===== src/rtl/id_inflight_tracker_if.sv =====
// Issue/retire handshake bundle for the in-flight ID tracker.
// The slave modport is the tracker's side. The master modport is the issue/retire side.
interface id_inflight_tracker_if #(
    parameter int NUM_IDS = 8
);
    localparam int ID_W = (NUM_IDS == 1) ? 1 : $clog2(NUM_IDS);

    logic                 alloc_valid;
    logic                 alloc_ready;
    logic [ID_W-1:0]      alloc_id;
    logic [NUM_IDS-1:0]   alloc_onehot;
    logic                 retire_valid;
    logic [ID_W-1:0]      retire_id;
    logic [NUM_IDS-1:0]   retire_onehot;
    logic [NUM_IDS-1:0]   inflight;
    logic [ID_W:0]        inflight_count;
    logic                 empty;
    logic                 full;
    logic                 retire_err;

    modport slave (
        input  alloc_valid,
        input  retire_valid,
        input  retire_id,
        output alloc_ready,
        output alloc_id,
        output alloc_onehot,
        output retire_onehot,
        output inflight,
        output inflight_count,
        output empty,
        output full,
        output retire_err
    );

    modport master (
        output alloc_valid,
        output retire_valid,
        output retire_id,
        input  alloc_ready,
        input  alloc_id,
        input  alloc_onehot,
        input  retire_onehot,
        input  inflight,
        input  inflight_count,
        input  empty,
        input  full,
        input  retire_err
    );
endinterface


===== src/rtl/id_inflight_tracker.sv =====
// In-flight transaction ID tracker.
// Allocation hands out the lowest free ID. Retire takes back an integer ID.
// The tracker keeps a registered one-hot in-flight set and its population count.
// Illegal retires leave the state unchanged and set a sticky error flag.
module id_inflight_tracker #(
    parameter int NUM_IDS = 8
) (
    input  logic                  clk,
    input  logic                  rst,     // asynchronous, active low
    id_inflight_tracker_if.slave  bus
);
    localparam int ID_W  = (NUM_IDS == 1) ? 1 : $clog2(NUM_IDS);
    localparam int CNT_W = ID_W + 1;

    logic [NUM_IDS-1:0] inflight_q, inflight_d;
    logic [CNT_W-1:0]   count_q, count_d;
    logic [NUM_IDS-1:0] retire_onehot_q, retire_onehot_d;
    logic               retire_err_q, retire_err_d;

    logic [NUM_IDS-1:0] alloc_onehot_c;
    logic [ID_W-1:0]    alloc_id_c;
    logic [NUM_IDS-1:0] retire_dec_c;
    logic               full_c;
    logic               retire_in_range_c;
    logic               retire_hit_c;
    logic               alloc_fire_c;

    // Lowest clear bit of the in-flight set. The result is all-zero when full, because the +1 then wraps to 0.
    assign alloc_onehot_c = ~inflight_q & (inflight_q + NUM_IDS'(1));
    assign full_c         = &inflight_q;

    // Encode the one-hot free ID back to an integer; at most one bit is set.
    always_comb begin
        alloc_id_c = '0;
        for (int i = 0; i < NUM_IDS; i++) begin
            if (alloc_onehot_c[i]) begin
                alloc_id_c = alloc_id_c | ID_W'(i);
            end
        end
    end

    // Decode the integer retire ID. IDs at NUM_IDS or above decode to no bit at all.
    generate
        for (genvar gi = 0; gi < NUM_IDS; gi++) begin : g_retire_dec
            assign retire_dec_c[gi] = (bus.retire_id == ID_W'(gi));
        end
    endgenerate

    assign retire_in_range_c = ({1'b0, bus.retire_id} < CNT_W'(NUM_IDS));
    assign retire_hit_c      = bus.retire_valid && retire_in_range_c
                               && ((retire_dec_c & inflight_q) != '0);
    assign alloc_fire_c      = bus.alloc_valid && !full_c;

    // Next-state logic. The alloc target is always a free bit and the retire target is always an in-flight bit.
    // The two updates therefore never collide, and a retired ID cannot be handed out again in the same cycle.
    always_comb begin
        inflight_d      = inflight_q;
        count_d         = count_q;
        retire_onehot_d = '0;
        retire_err_d    = retire_err_q;

        if (retire_hit_c) begin
            inflight_d      = inflight_d & ~retire_dec_c;
            retire_onehot_d = retire_dec_c;
        end
        if (alloc_fire_c) begin
            inflight_d = inflight_d | alloc_onehot_c;
        end

        case ({alloc_fire_c, retire_hit_c})
            2'b10:   count_d = count_q + CNT_W'(1);
            2'b01:   count_d = count_q - CNT_W'(1);
            default: count_d = count_q;
        endcase

        if (bus.retire_valid && !retire_hit_c) begin
            retire_err_d = 1'b1;
        end
    end

    // State registers; reset clears everything at once, independent of clk.
    always_ff @(posedge clk or negedge rst) begin
        if (!rst) begin
            inflight_q      <= '0;
            count_q         <= '0;
            retire_onehot_q <= '0;
            retire_err_q    <= 1'b0;
        end else begin
            inflight_q      <= inflight_d;
            count_q         <= count_d;
            retire_onehot_q <= retire_onehot_d;
            retire_err_q    <= retire_err_d;
        end
    end

    assign bus.alloc_ready    = ~full_c;
    assign bus.alloc_id       = alloc_id_c;
    assign bus.alloc_onehot   = alloc_onehot_c;
    assign bus.retire_onehot  = retire_onehot_q;
    assign bus.inflight       = inflight_q;
    assign bus.inflight_count = count_q;
    assign bus.empty          = (inflight_q == '0);
    assign bus.full           = full_c;
    assign bus.retire_err     = retire_err_q;
endmodule


===== src/flat_wrapper.sv =====
// flat-port wrapper written by rule: the top's interface ports become plain ports
module id_inflight_tracker_flat 
#(
    parameter int NUM_IDS = 8
)
  (clk, rst, bus_alloc_valid, bus_retire_valid, bus_retire_id, bus_alloc_ready, bus_alloc_id, bus_alloc_onehot, bus_retire_onehot, bus_inflight, bus_inflight_count, bus_empty, bus_full, bus_retire_err);
  id_inflight_tracker_if #(.NUM_IDS(NUM_IDS)) bus_i ();
  input  logic clk;
  input  logic rst;
  input wire logic [$bits(bus_i.alloc_valid)-1:0] bus_alloc_valid;
  input wire logic [$bits(bus_i.retire_valid)-1:0] bus_retire_valid;
  input wire logic [$bits(bus_i.retire_id)-1:0] bus_retire_id;
  output wire logic [$bits(bus_i.alloc_ready)-1:0] bus_alloc_ready;
  output wire logic [$bits(bus_i.alloc_id)-1:0] bus_alloc_id;
  output wire logic [$bits(bus_i.alloc_onehot)-1:0] bus_alloc_onehot;
  output wire logic [$bits(bus_i.retire_onehot)-1:0] bus_retire_onehot;
  output wire logic [$bits(bus_i.inflight)-1:0] bus_inflight;
  output wire logic [$bits(bus_i.inflight_count)-1:0] bus_inflight_count;
  output wire logic [$bits(bus_i.empty)-1:0] bus_empty;
  output wire logic [$bits(bus_i.full)-1:0] bus_full;
  output wire logic [$bits(bus_i.retire_err)-1:0] bus_retire_err;
  assign bus_i.alloc_valid = bus_alloc_valid;
  assign bus_i.retire_valid = bus_retire_valid;
  assign bus_i.retire_id = bus_retire_id;
  assign bus_alloc_ready = bus_i.alloc_ready;
  assign bus_alloc_id = bus_i.alloc_id;
  assign bus_alloc_onehot = bus_i.alloc_onehot;
  assign bus_retire_onehot = bus_i.retire_onehot;
  assign bus_inflight = bus_i.inflight;
  assign bus_inflight_count = bus_i.inflight_count;
  assign bus_empty = bus_i.empty;
  assign bus_full = bus_i.full;
  assign bus_retire_err = bus_i.retire_err;
  id_inflight_tracker #(.NUM_IDS(NUM_IDS)) u_core (.clk(clk), .rst(rst), .bus(bus_i));
endmodule

===== config.mk =====
export PLATFORM = sky130hd
export DESIGN_NAME = id_inflight_tracker_flat
export DESIGN_NICKNAME = d
export VERILOG_FILES = /design/src/rtl/id_inflight_tracker_if.sv /design/src/rtl/id_inflight_tracker.sv /design/src/flat_wrapper.sv
export SDC_FILE = /design/constraint.sdc
export NUM_CORES = 1
export LEC_CHECK = 0
export ABC_CLOCK_PERIOD_IN_PS = 5300
export BUFFER_PORTS_ARGS = -buffer_cell sky130_fd_sc_hd__buf_2
export CAP_MARGIN = 30
export CORE_MARGIN = 2
export CORE_UTILIZATION = 52
export DETAILED_ROUTE_END_ITERATION = 7
export PLACE_DENSITY = 0.84
export SYNTH_ARGS = -nofsm -noshare
export SYNTH_HDL_FRONTEND = slang
export SYNTH_SLANG_ARGS = --single-unit

===== constraint.sdc =====
create_clock -name clk -period 5.3 [get_ports clk]
set_clock_uncertainty 0.05 [all_clocks]
set_input_delay 1.06 -clock clk [delete_from_list [all_inputs] [get_ports clk]]
set_output_delay 1.06 -clock clk [all_outputs]
set_load 0.05 [all_outputs]

==> results.yml <==
final_layout:
  nets: 162
  final_core_util: 0.673
  final_area_sq_mm: 0.00135
  final_cell_count_no_fill: 178
  multi_input_area_sq_um: 529
  drive_gt1_frac: 0.344
  seq_area_sq_um: 526
  diodes: 0
  fill_cells: 184
  area_delta_synth_final_pct: 19.4
synth:
  synth_top_area_share: 0.466
  synth.avg_cell_area_sq_um: 10.1
  synth_flop_cell: "dfrtp_1"
  syn_inst: 112
  yosysSeqAreaShare: 0.466
  post-synth-top-count-cell: "dfrtp_1"
  netlist_area_sq_mm: 0.00113
  yosys-top-cells-count: "dfrtp_1 (21), nand2_1 (13), nor2_1 (9)"
  synth_warnings: 0
  synth_enable_flop_cells: 0
  synthTopCellsByArea: "dfrtp_1 (47%), mux2i_1 (4.4%), nand2_1 (4.3%)"
  ys_ff_latch: 21
  synth_nets: 122
  async_reset_ff_frac: 1.00
  yosysTopAreaCell: "dfrtp_1"
  synth_cell_types: 36
clocking:
  clockBufferDepth: 2
  cts_resized: 0
  h-tree-depth: 1
  ctsRootBufferMaster: "clkbuf_4"
  clkSinkCount: 21
  clk_pin_slew_ns: 0.11
  post-cts-setup-buffers: 0
  clk_latency_ns: 0.29
  cts_buffers: 3
  postCtsHoldBufs: 0
  cts_tree: "done"
setup_path:
  critPathKind: "flop to output port"
  worstPathMaxFanout: 11
  r2r_cells: 11
  cpPeakStageDelay_ns: 0.54
  cp-end-kind: "output port"
  crit_path_start_kind: "flop"
  worstSetupStartpoint: "u_core.bus.inflight[0]"
  r2r_setup_slack_ns: 2.86
  r2r-end: "u_core.bus.inflight_count[2]"
  rr_startpoint: "u_core.bus.inflight[0]"
  crit_chain: "nand4_4 -> nor2_2 -> and3_4 -> or4_1 -> buf_2"
  critPathArrivalTime_ns: 2.00
  crit_buf_inv: 1
  critPathTopFamily: "simple AND/OR/NAND/NOR gates"
  worst_path_max_delay_cell: "dfrtp_1"
  crit_required_ns: 4.19
run:
  cap_viol_max_count: 0
sta:
  tns_ns: 0
  setup_slack_ns: 2.19
  relSlewSlack: 0.694
  fin_crit_sh: 0.587
  grt_setup_unrepaired: "no"
  hold_ws_ns: 0.410
  max_freq_mhz: 321
  finalSetupViolCount: 0
  drv_slew: 0
  hold_viol_final: 0
  min_period_ns: 3.11
  tightestPinTransition_ns: 0.460
global_routing:
  antenna_found_initial: 0
  grt_pass1_vias: 937
  grt_max_degree: 22
  grt-ovfl-total: 0
  grt_pass1_wl_mm: 4.33
  track_usage: 0.219
worst_hold_path:
  hold_depth: 1
  hold_start: "u_core.bus.retire_err"
  min_path_type: "flop to flop"
  hold_end: "u_core.bus.retire_err"
power:
  p_total_mw: 0.795
  ir_worst_vdd_mv: 0.553
  p_leak_nw: 0.715
  pwr_density_cell_mw_per_mm2: 590
routing:
  wl_per_cell_um: 14.5
  first_pass_iters: 5
  ant_nets: 0
  drc: 0
  dr_total_vias: 998
  drt_iter0_markers: 25
  wirelength_mm: 2.58
  viasPerCell: 5.61
die:
  die_h_um: 50.6
  die_w_um: 50.6
  core_area_sq_mm: 0.00200
  rows: 16
  ios: 42
  die_area_sq_mm: 0.00256
  initial_utilization: 0.564
placed_design:
  pre_cts_ws_ns: 2.11
  place_inst: 174
  gp_congestion: 0.909
  portBuffers: 41
  dp_hpwl_mm: 1.91
  dpl_cell_area_sq_mm: 0.00132
run_status:
  status: "finished, final reports clean"
[power breakdown]
part	internal (mW)	switching, mW
logic	0.120	0.345
registers	0.196	0.0581
clock network	0.0281	0.0472
total	0.344	0.450
[state kept, by name, summed over array words and instances (netlist names)]
name and flops:
u_core.bus.inflight 8, u_core.bus.retire_onehot 8, u_core.bus.inflight_count 4, u_core.bus.retire_err 1
[kinds of logic (layout without fill, tap and decap cells)]
| group | Yosys count | after routing | share of synthesized area |
|---|---|---|---|
| AND/OR/NAND/NOR | 48 | 48 | 0.241 |
| XOR/XNOR | 5 | 5 | 0.0388 |
| multiplexers | 6 | 6 | 0.0543 |
| buffers and inverters | 13 | 52 | 0.0654 |
| flip-flops | 21 | 21 | 0.466 |
| adder cells (fa/ha/maj) | 3 | 3 | 0.0333 |
| AO/OA/AOI/OAI | 16 | 16 | 0.102 |
[routing by layer]
layer / track usage / up-vias / wire (um)
li1: - / 471 / -
met1: 0.308 / 486 / 1120
met2: 0.373 / 39 / 1290
met3: 0.0179 / 2 / 168
met4: 0.0405 / 0 / 12
met5: 0 / - / 0
[worst max path at each step]
stage          cells after the start                           end  slack [ns]
2_1_floorplan                      4               bus_alloc_id[0]        1.50
3_3_place_gp                      12  u_core.bus.inflight_count[2]        2.19
3_5_place_dp                      12  u_core.bus.inflight_count[2]        2.11
4_1_cts                            5               bus_alloc_id[1]        2.19
5_1_grt                            5               bus_alloc_id[1]        2.13
6_report                           5               bus_alloc_id[1]        2.19
[area by class of cell]
type	count	area share
Tap cell	27	0.0251
Clock buffer	3	0.0167
Clock inverter	1	0.00371
Timing Repair Buffer	41	0.152
Multi-Input combinational cell	78	0.393
Sequential cell	21	0.390
Inverter	7	0.0195
[cells in the final DEF (no fill, tap or decap), drive strengths merged, types with 3 or more instances in the layout]
cell	count
buf	41
dfrtp	21
nand2	13
nor2	10
nor3	8
inv	7
mux2i	5
or4	4
xor2	4
nand3	3
a21oi	3
ha	3
clkbuf	3
o21ai	3
o22ai	3
Power figures use the tool's default switching activity.
